File: src/rtl/booth_mul_iter_pkg.sv
// Shared types for the iterative radix-4 Booth multiplier: FSM states and digit codes.
package booth_mul_iter_pkg;

    typedef enum logic [1:0] {
        ST_IDLE = 2'd0,
        ST_CALC = 2'd1,
        ST_DONE = 2'd2
    } state_t;

    typedef enum logic [2:0] {
        BOOTH_ZERO = 3'd0,
        BOOTH_POS1 = 3'd1,
        BOOTH_POS2 = 3'd2,
        BOOTH_NEG2 = 3'd3,
        BOOTH_NEG1 = 3'd4
    } booth_op_t;

    // Decode a {y[2i+1], y[2i], y[2i-1]} window into a partial-product operation.
    function automatic booth_op_t booth_decode(input logic [2:0] digit);
        booth_op_t op;
        case (digit)
            3'b001, 3'b010: op = BOOTH_POS1;
            3'b011:         op = BOOTH_POS2;
            3'b100:         op = BOOTH_NEG2;
            3'b101, 3'b110: op = BOOTH_NEG1;
            default:        op = BOOTH_ZERO;
        endcase
        return op;
    endfunction

endpackage

File: src/rtl/booth_r4_sel.sv
// Radix-4 Booth partial-product selector: picks 0, +/-X or +/-2X of a pre-shifted multiplicand.
module booth_r4_sel
    import booth_mul_iter_pkg::*;
#(
    parameter int unsigned WIDTH = 32
) (
    input  logic [2:0]         digit,
    input  logic [2*WIDTH-1:0] mcand,
    output logic [2*WIDTH-1:0] pp_c
);

    localparam int unsigned PW = 2 * WIDTH;

    logic [PW-1:0] mcand_x2;

    assign mcand_x2 = {mcand[PW-2:0], 1'b0};

    // Select the partial product; negation is modulo 2^PW.
    always_comb begin
        pp_c = '0;
        case (booth_decode(digit))
            BOOTH_POS1: pp_c = mcand;
            BOOTH_POS2: pp_c = mcand_x2;
            BOOTH_NEG2: pp_c = PW'(0) - mcand_x2;
            BOOTH_NEG1: pp_c = PW'(0) - mcand;
            default:    pp_c = '0;
        endcase
    end

endmodule

File: src/rtl/booth_mul_iter.sv
// Iterative radix-4 Booth multiplier retiring DIGITS_PER_CYCLE digits per cycle,
// valid/ready on both sides, synchronous flush.
module booth_mul_iter
    import booth_mul_iter_pkg::*;
#(
    parameter int unsigned WIDTH            = 32,
    parameter int unsigned DIGITS_PER_CYCLE = 1
) (
    input  logic                 clk,
    input  logic                 resetn,
    input  logic                 flush,
    input  logic                 in_valid,
    output logic                 in_ready,
    input  logic                 mul_signed,
    input  logic [WIDTH-1:0]     src1,
    input  logic [WIDTH-1:0]     src2,
    output logic                 out_valid,
    input  logic                 out_ready,
    output logic [2*WIDTH-1:0]   result
);

    localparam int unsigned K     = DIGITS_PER_CYCLE;
    localparam int unsigned N     = (WIDTH + 2) / 2;
    localparam int unsigned C     = (N + K - 1) / K;
    localparam int unsigned PW    = 2 * WIDTH;
    localparam int unsigned YW    = 2 * K * C;
    localparam int unsigned ML    = YW + 1;
    localparam int unsigned CNT_W = (C + 1 > 1) ? $clog2(C + 1) : 1;

    state_t             state_q, state_d;
    logic               in_ready_d, out_valid_d;
    logic [PW-1:0]      result_d;
    logic [PW-1:0]      acc_q, acc_d, acc_sum;
    logic [PW-1:0]      mcand_q, mcand_d;
    // Bit 0 holds y[-1]; digit j of the current cycle sits at [2j+2:2j].
    logic [ML-1:0]      mplier_q, mplier_d;
    logic [CNT_W-1:0]   cnt_q, cnt_d;
    logic [PW-1:0]      mcand_ext;
    logic [ML-1:0]      mplier_ext;
    logic [PW-1:0]      pp [K];

    assign mcand_ext  = {{WIDTH{mul_signed & src1[WIDTH-1]}}, src1};
    assign mplier_ext = {{(YW - WIDTH){mul_signed & src2[WIDTH-1]}}, src2, 1'b0};

    // One selector per digit retired this cycle, each seeing the multiplicand at its digit weight.
    for (genvar j = 0; j < K; j++) begin : g_sel
        booth_r4_sel #(
            .WIDTH (WIDTH)
        ) u_sel (
            .digit (mplier_q[2*j+2 -: 3]),
            .mcand (mcand_q << (2 * j)),
            .pp_c  (pp[j])
        );
    end

    // Accumulator plus this cycle's partial products.
    always_comb begin
        acc_sum = acc_q;
        for (int j = 0; j < K; j++) begin
            acc_sum = acc_sum + pp[j];
        end
    end

    // Next-state, datapath and output logic.
    always_comb begin
        state_d     = state_q;
        in_ready_d  = in_ready;
        out_valid_d = out_valid;
        result_d    = result;
        acc_d       = acc_q;
        mcand_d     = mcand_q;
        mplier_d    = mplier_q;
        cnt_d       = cnt_q;

        if (flush) begin
            state_d     = ST_IDLE;
            in_ready_d  = 1'b1;
            out_valid_d = 1'b0;
            acc_d       = '0;
            cnt_d       = '0;
        end else begin
            case (state_q)
                ST_IDLE: begin
                    if (in_valid) begin
                        state_d    = ST_CALC;
                        in_ready_d = 1'b0;
                        mcand_d    = mcand_ext;
                        mplier_d   = mplier_ext;
                        acc_d      = '0;
                        cnt_d      = '0;
                    end
                end
                ST_CALC: begin
                    acc_d    = acc_sum;
                    mcand_d  = mcand_q << (2 * K);
                    mplier_d = ML'($signed(mplier_q) >>> (2 * K));
                    cnt_d    = cnt_q + CNT_W'(1);
                    if (cnt_q == CNT_W'(C - 1)) begin
                        state_d     = ST_DONE;
                        result_d    = acc_sum;
                        out_valid_d = 1'b1;
                    end
                end
                ST_DONE: begin
                    if (out_ready) begin
                        state_d     = ST_IDLE;
                        out_valid_d = 1'b0;
                        in_ready_d  = 1'b1;
                    end
                end
                default: begin
                    state_d     = ST_IDLE;
                    in_ready_d  = 1'b1;
                    out_valid_d = 1'b0;
                end
            endcase
        end
    end

    // State and datapath registers.
    always_ff @(posedge clk or negedge resetn) begin
        if (!resetn) begin
            state_q   <= ST_IDLE;
            in_ready  <= 1'b1;
            out_valid <= 1'b0;
            result    <= '0;
            acc_q     <= '0;
            mcand_q   <= '0;
            mplier_q  <= '0;
            cnt_q     <= '0;
        end else begin
            state_q   <= state_d;
            in_ready  <= in_ready_d;
            out_valid <= out_valid_d;
            result    <= result_d;
            acc_q     <= acc_d;
            mcand_q   <= mcand_d;
            mplier_q  <= mplier_d;
            cnt_q     <= cnt_d;
        end
    end

endmodule

File: config.mk
export PLATFORM = sky130hd
export DESIGN_NAME = booth_mul_iter
export DESIGN_NICKNAME = d
export VERILOG_FILES = /design/src/rtl/booth_mul_iter_pkg.sv /design/src/rtl/booth_r4_sel.sv /design/src/rtl/booth_mul_iter.sv
export SDC_FILE = /design/constraint.sdc
export NUM_CORES = 1
export LEC_CHECK = 0
export ABC_AREA = 1
export ABC_CLOCK_PERIOD_IN_PS = 4600
export BUFFER_PORTS_ARGS = -buffer_cell sky130_fd_sc_hd__buf_4
export CAP_MARGIN = 40
export CORE_ASPECT_RATIO = 1.5
export CORE_MARGIN = 2
export CORE_UTILIZATION = 60
export DETAILED_ROUTE_END_ITERATION = 7
export GPL_TIMING_DRIVEN = 0
export HOLD_SLACK_MARGIN = 0.02
export PLACE_DENSITY_LB_ADDON = 0.05
export SETUP_SLACK_MARGIN = 0.05
export SLEW_MARGIN = 25
export SYNTH_ARGS = -nofsm -noshare
export SYNTH_HDL_FRONTEND = slang
export SYNTH_SLANG_ARGS = --single-unit
File: constraint.sdc
create_clock -name clk -period 4.6 [get_ports clk]
set_input_delay 0.46 -clock clk [delete_from_list [all_inputs] [get_ports clk]]
set_output_delay 0.46 -clock clk [all_outputs]
set_load 0.03 [all_outputs]
# Yosys cells after proc, flatten, opt, wreduce, memory -nomap -nowiden
# Index checks and enable logic that the tools add are counted.
[totals] regBits=236 latch_bits=0 ramBits=0 mem_bits_ro=0 in_bits=70 out_inout_bits=66 word_cells=73 n_memories=0
[op_classes] n_addsub=4 mul=0 div_mod_pow=0 magnitude_cmp=0 eq_ne=19 n_shift=0 n_mux=25 bitwise_logic=4 n_reduce_logical=12
[ops] cell="$pmux W64 S2" count=2
[ops] cell="$pmux W64 S4" count=1
[ops] cell="$mux W64" count=3
[ops] cell="$sub A1 B64 Y64 const A" count=2
[ops] cell="$pmux W35 S2" count=1
[ops] cell="$add A64 B64 Y64" count=1
[ops] cell="$mux W35" count=1
[ops] cell="$reduce_and A3 Y1" count=5
[ops] cell="$eq A3 B2 Y1 const B" count=4
[ops] cell="$eq A3 B3 Y1 const B" count=4
[ops] cell="$pmux W3 S4" count=1
[ops] cell="$mux W5" count=2
[ops] cell="$pmux W5 S2" count=1
[ops] cell="$ne A3 B3 Y1 const B" count=3
[ops] cell="$mux W2" count=4
[ops] cell="$eq A3 B1 Y1 const B" count=2
[ops] cell="$mux W1" count=6
[ops] cell="$ne A2 B2 Y1 const B" count=3
[ops] cell="$pmux W1 S3" count=2
[ops] cell="$pmux W2 S3" count=1
[ops] cell="$add A5 B1 Y5 const B" count=1
[ops] cell="$eq A5 B5 Y1 const B" count=1
[ops] cell="$reduce_and A4 Y1" count=1
[ops] cell="$reduce_or A2 Y1" count=2
[ops] cell="8 further kinds" count=10

# Logic depth before layout (Yosys ltp)
# Gate-level depths: netlist (run 1).
[depth] word_depth=8 depth_mapped=29 depth_no_buf=29

# Cells and area by module
# From an unflattened synthesis (run 1), not the netlist that was laid out.
[hier_totals] hier_cells=3069 hier_area_um2=19241.0
[by_module_without_submodules] module="booth_mul_iter" instances=1 cells_per_inst=2280 area_each_um2=15374.7
[by_module_without_submodules] module="booth_r4_sel" instances=1 cells_per_inst=789 area_each_um2=3866.2

# Least setup slack after synthesis (run 1)
# Ideal clock, no wire load.
[synth_path] path_kind="flip-flop to flip-flop" from="register mcand_q[0]" to="register acc_q[60]" arrival_time_ns=3.212 required_ns=4.482 slack_ns=1.270 stages_incl_launch_ff=25 path_buffers=0 synth_period_minus_slack_ns=3.330 path_cell_list="dfrtp_1 > inv_1 > ha_1 > inv_1 > nor2_2 > nand2_4 > nor2_8 > nand3_4 > nor2_1 > xor2_1 > inv_1 > nand2_1 > o2111ai_1 > ha_1 > nand2_1 > nor2_1 > inv_1 > nor2_1 > inv_1 > nor4_1 > nand3_1 > nand2_1 > nand2_1 > nand3_1 > nand2_1"
[synth_between] elab_chain_len=5 word_cells_on_any_way=6 classes_between="3 x add/sub; 3 x mux"
[synth_lines] element="start: declaration" line_no="booth_mul_iter.sv:34" source="logic [PW-1:0] mcand_q, mcand_d;"
[synth_lines] element="start signal: assignment" line_no="booth_mul_iter.sv:137" source="mcand_q <= mcand_d;"
[synth_lines] element="$sub A1 B64 Y64, on equally long branches" line_no="booth_r4_sel.sv:25, booth_r4_sel.sv:24"
[synth_lines] element="$pmux W64 S4 (*)" line_no="booth_r4_sel.sv:21" source="case (booth_decode(digit))"
[synth_lines] element="$add A64 B64 Y64 (*)" line_no="booth_mul_iter.sv:60" source="acc_sum = acc_sum + pp[j];"
[synth_lines] element="$pmux W64 S2 (*)" line_no="booth_mul_iter.sv:82" source="case (state_q)"
[synth_lines] element="$mux W64 (*)" line_no="booth_mul_iter.sv:75" source="if (flush) begin"
[synth_lines] element="end signal: assignment" line_no="booth_mul_iter.sv:127" source="acc_q <= '0;"
[synth_lines] element="end signal: assignment" line_no="booth_mul_iter.sv:136" source="acc_q <= acc_d;"
[synth_lines] element="end: declaration" line_no="booth_mul_iter.sv:33" source="logic [PW-1:0] acc_q, acc_d, acc_sum;"
# Every way passes the cells marked *; elsewhere a longest branch is shown, timed or not.
# A chain may end at the register's enable or synchronous reset.

# Worst setup path after layout (run 1)
[layout_path] from="register mcand_q[42]" to="register result[62]"
[layout_between] elab_chain_len=3 word_cells_on_any_way=4 classes_between="3 x add/sub; 1 x mux"
[layout_lines] element="$sub A1 B64 Y64, on equally long branches" line_no="booth_r4_sel.sv:25, booth_r4_sel.sv:24"
[layout_lines] element="$pmux W64 S4 (*)" line_no="booth_r4_sel.sv:21"
[layout_lines] element="$add A64 B64 Y64 (*)" line_no="booth_mul_iter.sv:60"
[layout_lines] element="end signal: assignment" line_no="booth_mul_iter.sv:135" source="result <= result_d;"
[layout_lines] element="end: declaration" line_no="booth_mul_iter.sv:19" source="output logic [2*WIDTH-1:0] result"
# Marked as above.

==> flow_summary.yaml, run 1 <==
floorplan:
  core_area_um2: 28500
  initial_core_util_pct: 60.4
  ios: 136
  fp.dieW_um: 142
  rows: 76
  die_h_um: 212
  fp.dieArea_um2: 30100
synth:
  seq_area_frac_synth_pct: 34.3
  synth_area_per_cell_um2: 6.95
  synth_top_cell_area_share_pct: 34.1
  async_reset_ff_share_pct: 100
  netlist_area_um2: 17200
  netlist_instances: 2480
  synthFlopType: "dfrtp_1"
  ys_ff_latch: 236
  yosysTopAreaCell: "dfrtp_1"
  ys_top_cells_by_count: "682 x nand2_1, 271 x inv_1, 235 x dfrtp_1"
  synth_area_leaders: "dfrtp_1 34%, nand2_1 15%, inv_1 5.9%"
  yosys_warnings: 0
  syn-num-nets: 2617
  synth_edf_count: 0
  ys_types: 53
  yosysMostFrequentCell: "nand2_1"
layout:
  fin_area_um2: 19800
  diodes: 0
  num-nets-final: 2793
  layout-drive-gt1-share_pct: 10.5
  nFillCells: 2531
  multi_input_area_um2: 9960
  fin_util_pct: 69.3
  ff_latch_area_um2: 5910
  area_growth_pct: 14.8
cts:
  numCtsBuffers: 25
  cts_tree: "done"
  cts_root_buf: "clkbuf_16"
  clkSlewWorstSetupHoldPaths_ns: 0.07
  cts_sinks: 236
  clockBufferDepth: 3
  worstSkewPairLatency_ns: 0.57
  cts.htree.levels: 1
grt:
  grt_max_degree: 69
  antenna_found_initial: 0
  grt_overflow_total: 0
  grt_usage_pct: 41.8
  grt_pass1_wl_mm: 96.7
  grt_pass1_vias: 18100
drt:
  final_antenna_net_count: 0
  first_pass_iters: 7
  routedWlPerCell_um: 20.6
  drtIter0Drc: 1840
  via_count: 18600
  via_per_inst: 6.16
  drc: 0
  drt-total-wl_mm: 62.2
sta:
  clock_skew_ns: 0.0192
  fin_crit_ns: 4.32
  finalSetupViolCount: 0
  fmax_mhz: 231
  slew_viol_final: 0
  max_slew_margin_pct: 41.5
  setup_tns_ns: 0
  worst_pin_slew_ns: 0.870
  hold_viol: 0
  post-route-period-util_pct: 94.0
  grt_setup_unrepaired: "false"
placed_design:
  port_buffers: 135
  place_hpwl_mm: 48.4
  dpl_cell_area_um2: 18800
  gp_congestion: 1.04
critical_path:
  cp-startpoint: "mcand_q[42]"
  critPathLaunchType: "flip-flop"
  critPathMaxFanout: 6
  arrival_ns: 4.77
  cp.required_ns: 5.05
  r2r_start: "mcand_q[42]"
  critPathKind: "flip-flop to flip-flop"
  crit_path_end_kind: "flip-flop"
status:
  status: "finished, final reports clean"
power:
  power.density_nw_per_um2: 678
  peakVddDrop_v: 0.000456
  p_leak_uw: 0.00931
min_path:
  hold_path.class: "input pin to flip-flop"
  hp-start: "src1[0]"
job:
  drv_cap: 0
## logic make-up (layout without fill, tap and decap cells)
| logic type | after synthesis | after routing | synth area share [%] |
|---|---|---|---|
| mux | 1 | 1 | 0.0654 |
| flops | 236 | 236 | 34.3 |
| fa+ha+maj | 67 | 67 | 4.91 |
| buf+inv | 369 | 563 | 8.24 |
| xor+xnor | 81 | 81 | 4.12 |
| simple gates | 1173 | 1173 | 29.3 |
| compound gates | 553 | 553 | 19.1 |
## worst max-delay path: stages, from the launching register on
cell	delay [ns]
dfrtp_1	0.46
nor2_1	0.21
nand2_1	0.09
nor2_1	0.15
nand2_1	0.11
nor4_2	0.66
nand2_1	0.25
nand2_1	0.14
nand3_1	0.07
o2111ai_1	0.28
ha_4	0.31
a21o_1	0.19
nor2_1	0.14
a21boi_0	0.29
o21ai_0	0.23
a21oi_1	0.28
nand3_1	0.15
nand3_1	0.13
nand2_1	0.06
## sequential cells by signal (all words and copies together), names as in the netlist
signal     flops
result        64
mcand_q       64
cnt_q          5
mplier_q      35
in_ready       1
out_valid      1
state_q        2
acc_q         64
## final timing paths
check	end	slack, ns	cells past startpoint
max in group asynchronous	acc_q[55]	3.12	4
max reg2reg	result[62]	0.28	18
min	mcand_q[0]	0.13	3
min in group asynchronous	mcand_q[5]	0.39	2
min reg2reg	result[47]	0.48	2
max	result[62]	0.28	18
## per-layer routing
layer / GRT usage [%] / part of all wire, %
met5: 0 / 0
met4: 37.5 / 10
met3: 7.78 / 7.7
met2: 66.2 / 45
met1: 47.8 / 37
## through the flow
step                      cells  hold slack (ns)  worst slack [ns]  power [uW]
after CTS                  3016            0.117             0.135       13000
after detailed placement   2970            0.404             0.149       10800
after floorplan            2480            0.164              1.27        8260
after global routing       3025            0.152            0.0376       14200
after global placement     2966            0.465           -0.0324       10600
final                      3025            0.132             0.278       13400
## placed cells by master (no fill, tap or decap), drive strengths merged, types with 2 or more instances in the layout
cell,n
a21boi,3
a21o,10
a21oi,152
a221o,9
a221oi,6
a22oi,34
a31oi,3
buf,174
bufinv,3
clkbuf,99
clkinv,5
clkinvlp,3
dfrtp,235
ha,66
inv,278
nand2,687
nand3,153
nand3b,15
nand4,30
nor2,258
nor3,19
nor4,7
o2111ai,30
o211ai,60
o21a,6
o21ai,216
o21bai,8
o22ai,13
or2,2
xnor2,24
xor2,57
## repair_timing
item                       in CTS  in global routing
gates resized for setup         0                 32
hold endpoints to repair       48                  0
setup endpoints to repair       0                 82
setup buffers                   0                  4
hold buffers                    1                  0
## area by class of cell
cell class / count / share of cell area (%)
Multi-Input combinational cell: 1875 / 50.4
Tap cell: 351 / 2.22
Clock buffer: 32 / 3.50
Sequential cell: 236 / 29.9
Inverter: 276 / 5.24
Buffer: 93 / 1.99
Clock inverter: 13 / 0.784
Timing Repair Buffer: 149 / 6.03
## power breakdown
part	switching [uW]	total, uW	internal [uW]
sequential	604	3270	2670
combinational	5520	7980	2460
clock	922	2150	1230
total	7040	13400	6360
No activity file was read; power rests on OpenSTA's default activity.
==> inputs of run 2 (changes only) <==
ABC_AREA = not set   (was 1)
ABC_CLOCK_PERIOD_IN_PS = 4000   (was 4600)
clock period = 4 ns   (was 4.6 ns; I/O delays follow)
==> run 2 against run 1 <==
Effect of this change:
- the run now ends with negative setup slack left
- sequential cell count stayed put
- sequential power is 10% lower
- wire length is 4.8% lower
- count of clock-buffer cells in the layout is 2 higher
- maximum frequency is 29% lower
- via count is 5.3% lower
- combinational power is 32% lower
- clock skew hardly changed
- synthesized area is 3.4% lower
- largest power group unchanged
==> flow_summary.yaml, run 2 <==
status:
  status: "finished, violations left"
  failed_checks: "negative setup slack"
drt:
  first_pass_iters: 5
  via_count: 17600
  drt-total-wl_mm: 59.2
  drtIter0Drc: 1451
  final_antenna_net_count: 0
  routedWlPerCell_um: 21.7
  drc: 0
  via_per_inst: 6.46
floorplan:
  ios: 136
  core_area_um2: 27200
  fp.dieArea_um2: 29100
  initial_core_util_pct: 61.1
  die_h_um: 208
  rows: 74
  fp.dieW_um: 140
placed_design:
  gp_congestion: 1.01
  port_buffers: 134
  place_hpwl_mm: 42.0
  pre_cts_ws_ns: -2.75
layout:
  area_growth_pct: 27.6
  final_common_cell: "nand2_1"
  num-nets-final: 2507
  mostFrequentLayoutCells: "415 x nand2_1, 228 x dfrtp_1, 209 x buf_4"
  layout-drive-gt1-share_pct: 23.8
  top_regs: "acc_q x64, mcand_q x64, result x64"
critical_path:
  cp-startpoint: "mcand_q[1]"
  reg2reg_setup_slack_ns: -2.07
  reg2regPathDepth: 23
  reg2reg_to: "result[60]"
  cp_cell_sequence: "buf_6, or4_4, buf_6, nor4_4, buf_1, nand3b_1, nor2b_4, nand2_1, or4_1, nand2_1, xor2_1, o21ai_0, ha_1, a21o_1, a21o_1, a211oi_4, o211ai_1, a21oi_2, o21ai_2, a32o_2, a221oi_2, xnor2_2, mux2_4"
  crit_path_end_kind: "flip-flop"
  max_stage_delay_ns: 0.53
  slowest_stage: "or4_4"
  r2r_start: "mcand_q[1]"
  arrival_ns: 6.53
  critPathMaxFanout: 7
  critPathKind: "flip-flop to flip-flop"
  critPathLaunchType: "flip-flop"
  cp.required_ns: 4.45
  crit_path_end: "result[60]"
synth:
  ys_ff_latch: 236
  synth_top_cell_area_share_pct: 35.3
  netlist_area_um2: 16600
  yosysMostFrequentCell: "nand2_1"
  syn-num-nets: 2274
  yosysTopAreaCell: "dfrtp_1"
  netlist_instances: 2137
  ys_top_cells_by_count: "430 x nand2_1, 235 x dfrtp_1, 198 x nor2_1"
  seq_area_frac_synth_pct: 35.5
  ys_types: 77
  yosys_warnings: 0
  synth_area_per_cell_um2: 7.79
  async_reset_ff_share_pct: 100
  synth_area_leaders: "dfrtp_1 35%, nand2_1 9.7%, o21ai_0 5.0%"
  synthFlopType: "dfrtp_1"
  synth_edf_count: 0
grt:
  gr-usage-met2_pct: 67.3
  antenna_found_initial: 1
  grt_pass1_vias: 17500
  busiest_layer: "met2"
  met1_usage_pct: 44.5
  grt_use_met3_pct: 4.44
  grt_max_degree: 90
  grt_pass1_wl_mm: 90.5
  grt_usage_pct: 38.8
  grt_overflow_total: 0
job:
  drv_cap: 0
cts:
  clkSlewWorstSetupHoldPaths_ns: 0.07
  cts_tree: "done"
  clockBufferDepth: 3
  cts.htree.levels: 1
  cts_sinks: 236
  worstSkewPairLatency_ns: 0.57
  numCtsBuffers: 25
  cts_root_buf: "clkbuf_16"
min_path:
  hold_path.class: "input pin to flip-flop"
sta:
  worst_slack_ns: -2.07
  fmax_mhz: 165
  worst_pin_slew_ns: 0.877
  slew_viol_final: 0
  finalSetupViolCount: 100
  hold_viol: 0
  setup_tns_ns: -126.45
  fin_crit_ns: 6.07
  post-route-period-util_pct: 152
  max_slew_margin_pct: 41.4
  clock_skew_ns: 0.0188
  grt_setup_unrepaired: "true"
power:
  power.density_nw_per_um2: 503
  p_leak_uw: 0.00978
  peakVddDrop_v: 0.000495
[run 2: cell types whose count changed in the layout (fill, tap and decap cells not counted), sizes merged, moves of 29 or more]
cell	delta
o211ai	-54
o21ai	-44
buf	+90
or3	+35
o2111ai	-29
nor2	-60
inv	-242
a31oi	+72
clkbuf	+65
xnor2	+39
a22o	+57
nand2	-256
nand3	-133
[run 2: area by class of cell]
class | count | area, um2
clock inverters | 11 | 104
inverters | 34 | 130
plain buffers | 156 | 673
repair buffers | 239 | 1940
multi-input cells | 1678 | 11300
diodes | 1 | 2.50
fillers | 1957 | 5990
well taps | 342 | 428
flip-flops and latches | 236 | 5920
clock buffers | 34 | 699
[run 2: critical path, delay by kind of cell, from the launching register on]
kind            cells  cell delay, ns
flops               1            0.41
compound gates      9            2.17
xor+xnor            2            0.20
buf+inv             3            0.46
fa+ha+maj           1            0.40
mux                 1            0.27
simple gates        7            2.05
[run 2: stage by stage]
step | hold slack (ns) | power [uW] | cells | area [um2] | util [%]
after floorplan | 0.104 | 5910 | 2137 | 16900 | -
after global placement | 0.460 | 7000 | 2613 | 18300 | 67.2
after detailed placement | 0.423 | 7130 | 2619 | 18400 | 67.5
after CTS | 0.0894 | 10000 | 2702 | 20400 | 75.1
after global routing | 0.106 | 11200 | 2730 | 21200 | 78.0
final | 0.0993 | 10700 | 2731 | 21200 | 78.0
[run 2: worst min path at each step]
stage	endpoint	cells after the start	slack [ns]	from
4_1_cts	mcand_q[0]	3	0.09	src1[0]
2_1_floorplan	acc_q[0]	0	0.10	resetn
3_5_place_dp	result[14]	1	0.42	resetn
3_3_place_gp	result[36]	2	0.46	result[36]
5_1_grt	mcand_q[22]	3	0.11	src1[22]
6_report	mplier_q[14]	3	0.1	src2[13]
[run 2: per-layer routing]
metal  up-vias  part of all wire (%)
met2       955                    49
met3       311                   6.8
met4         0                   8.3
met5         -                     0
met1      8374                    36
li1       8009                     -
[run 2: power breakdown]
part           switching [uW]  internal (uW)  total, uW  leakage (uW)
Clock                    1050           1300       2350      0.000390
Combinational            3350           2050       5400       0.00638
Sequential                267           2670       2930       0.00301
Total                    4670           6020      10700       0.00978
[run 2: logic make-up after synthesis]
| family | share of synthesized area (%) |
|---|---|
| and+or+nand+nor | 22.5 |
| AOI/OAI and AO/OA | 24.0 |
| DFF | 35.5 |
| buffers and inverters | 5.26 |
| xor gates and xnor gates | 6.26 |
| adders and majority gates | 5.08 |
| muxes | 1.44 |
[run 2: what timing repair did]
action                                  in CTS  in global routing
gates resized for setup                    226                132
hold endpoints to repair                    71                  0
pin swaps                                   61                 64
hold buffers                                 1                  0
buffers inserted                            56                 46
endpoints found under the setup margin     118                110
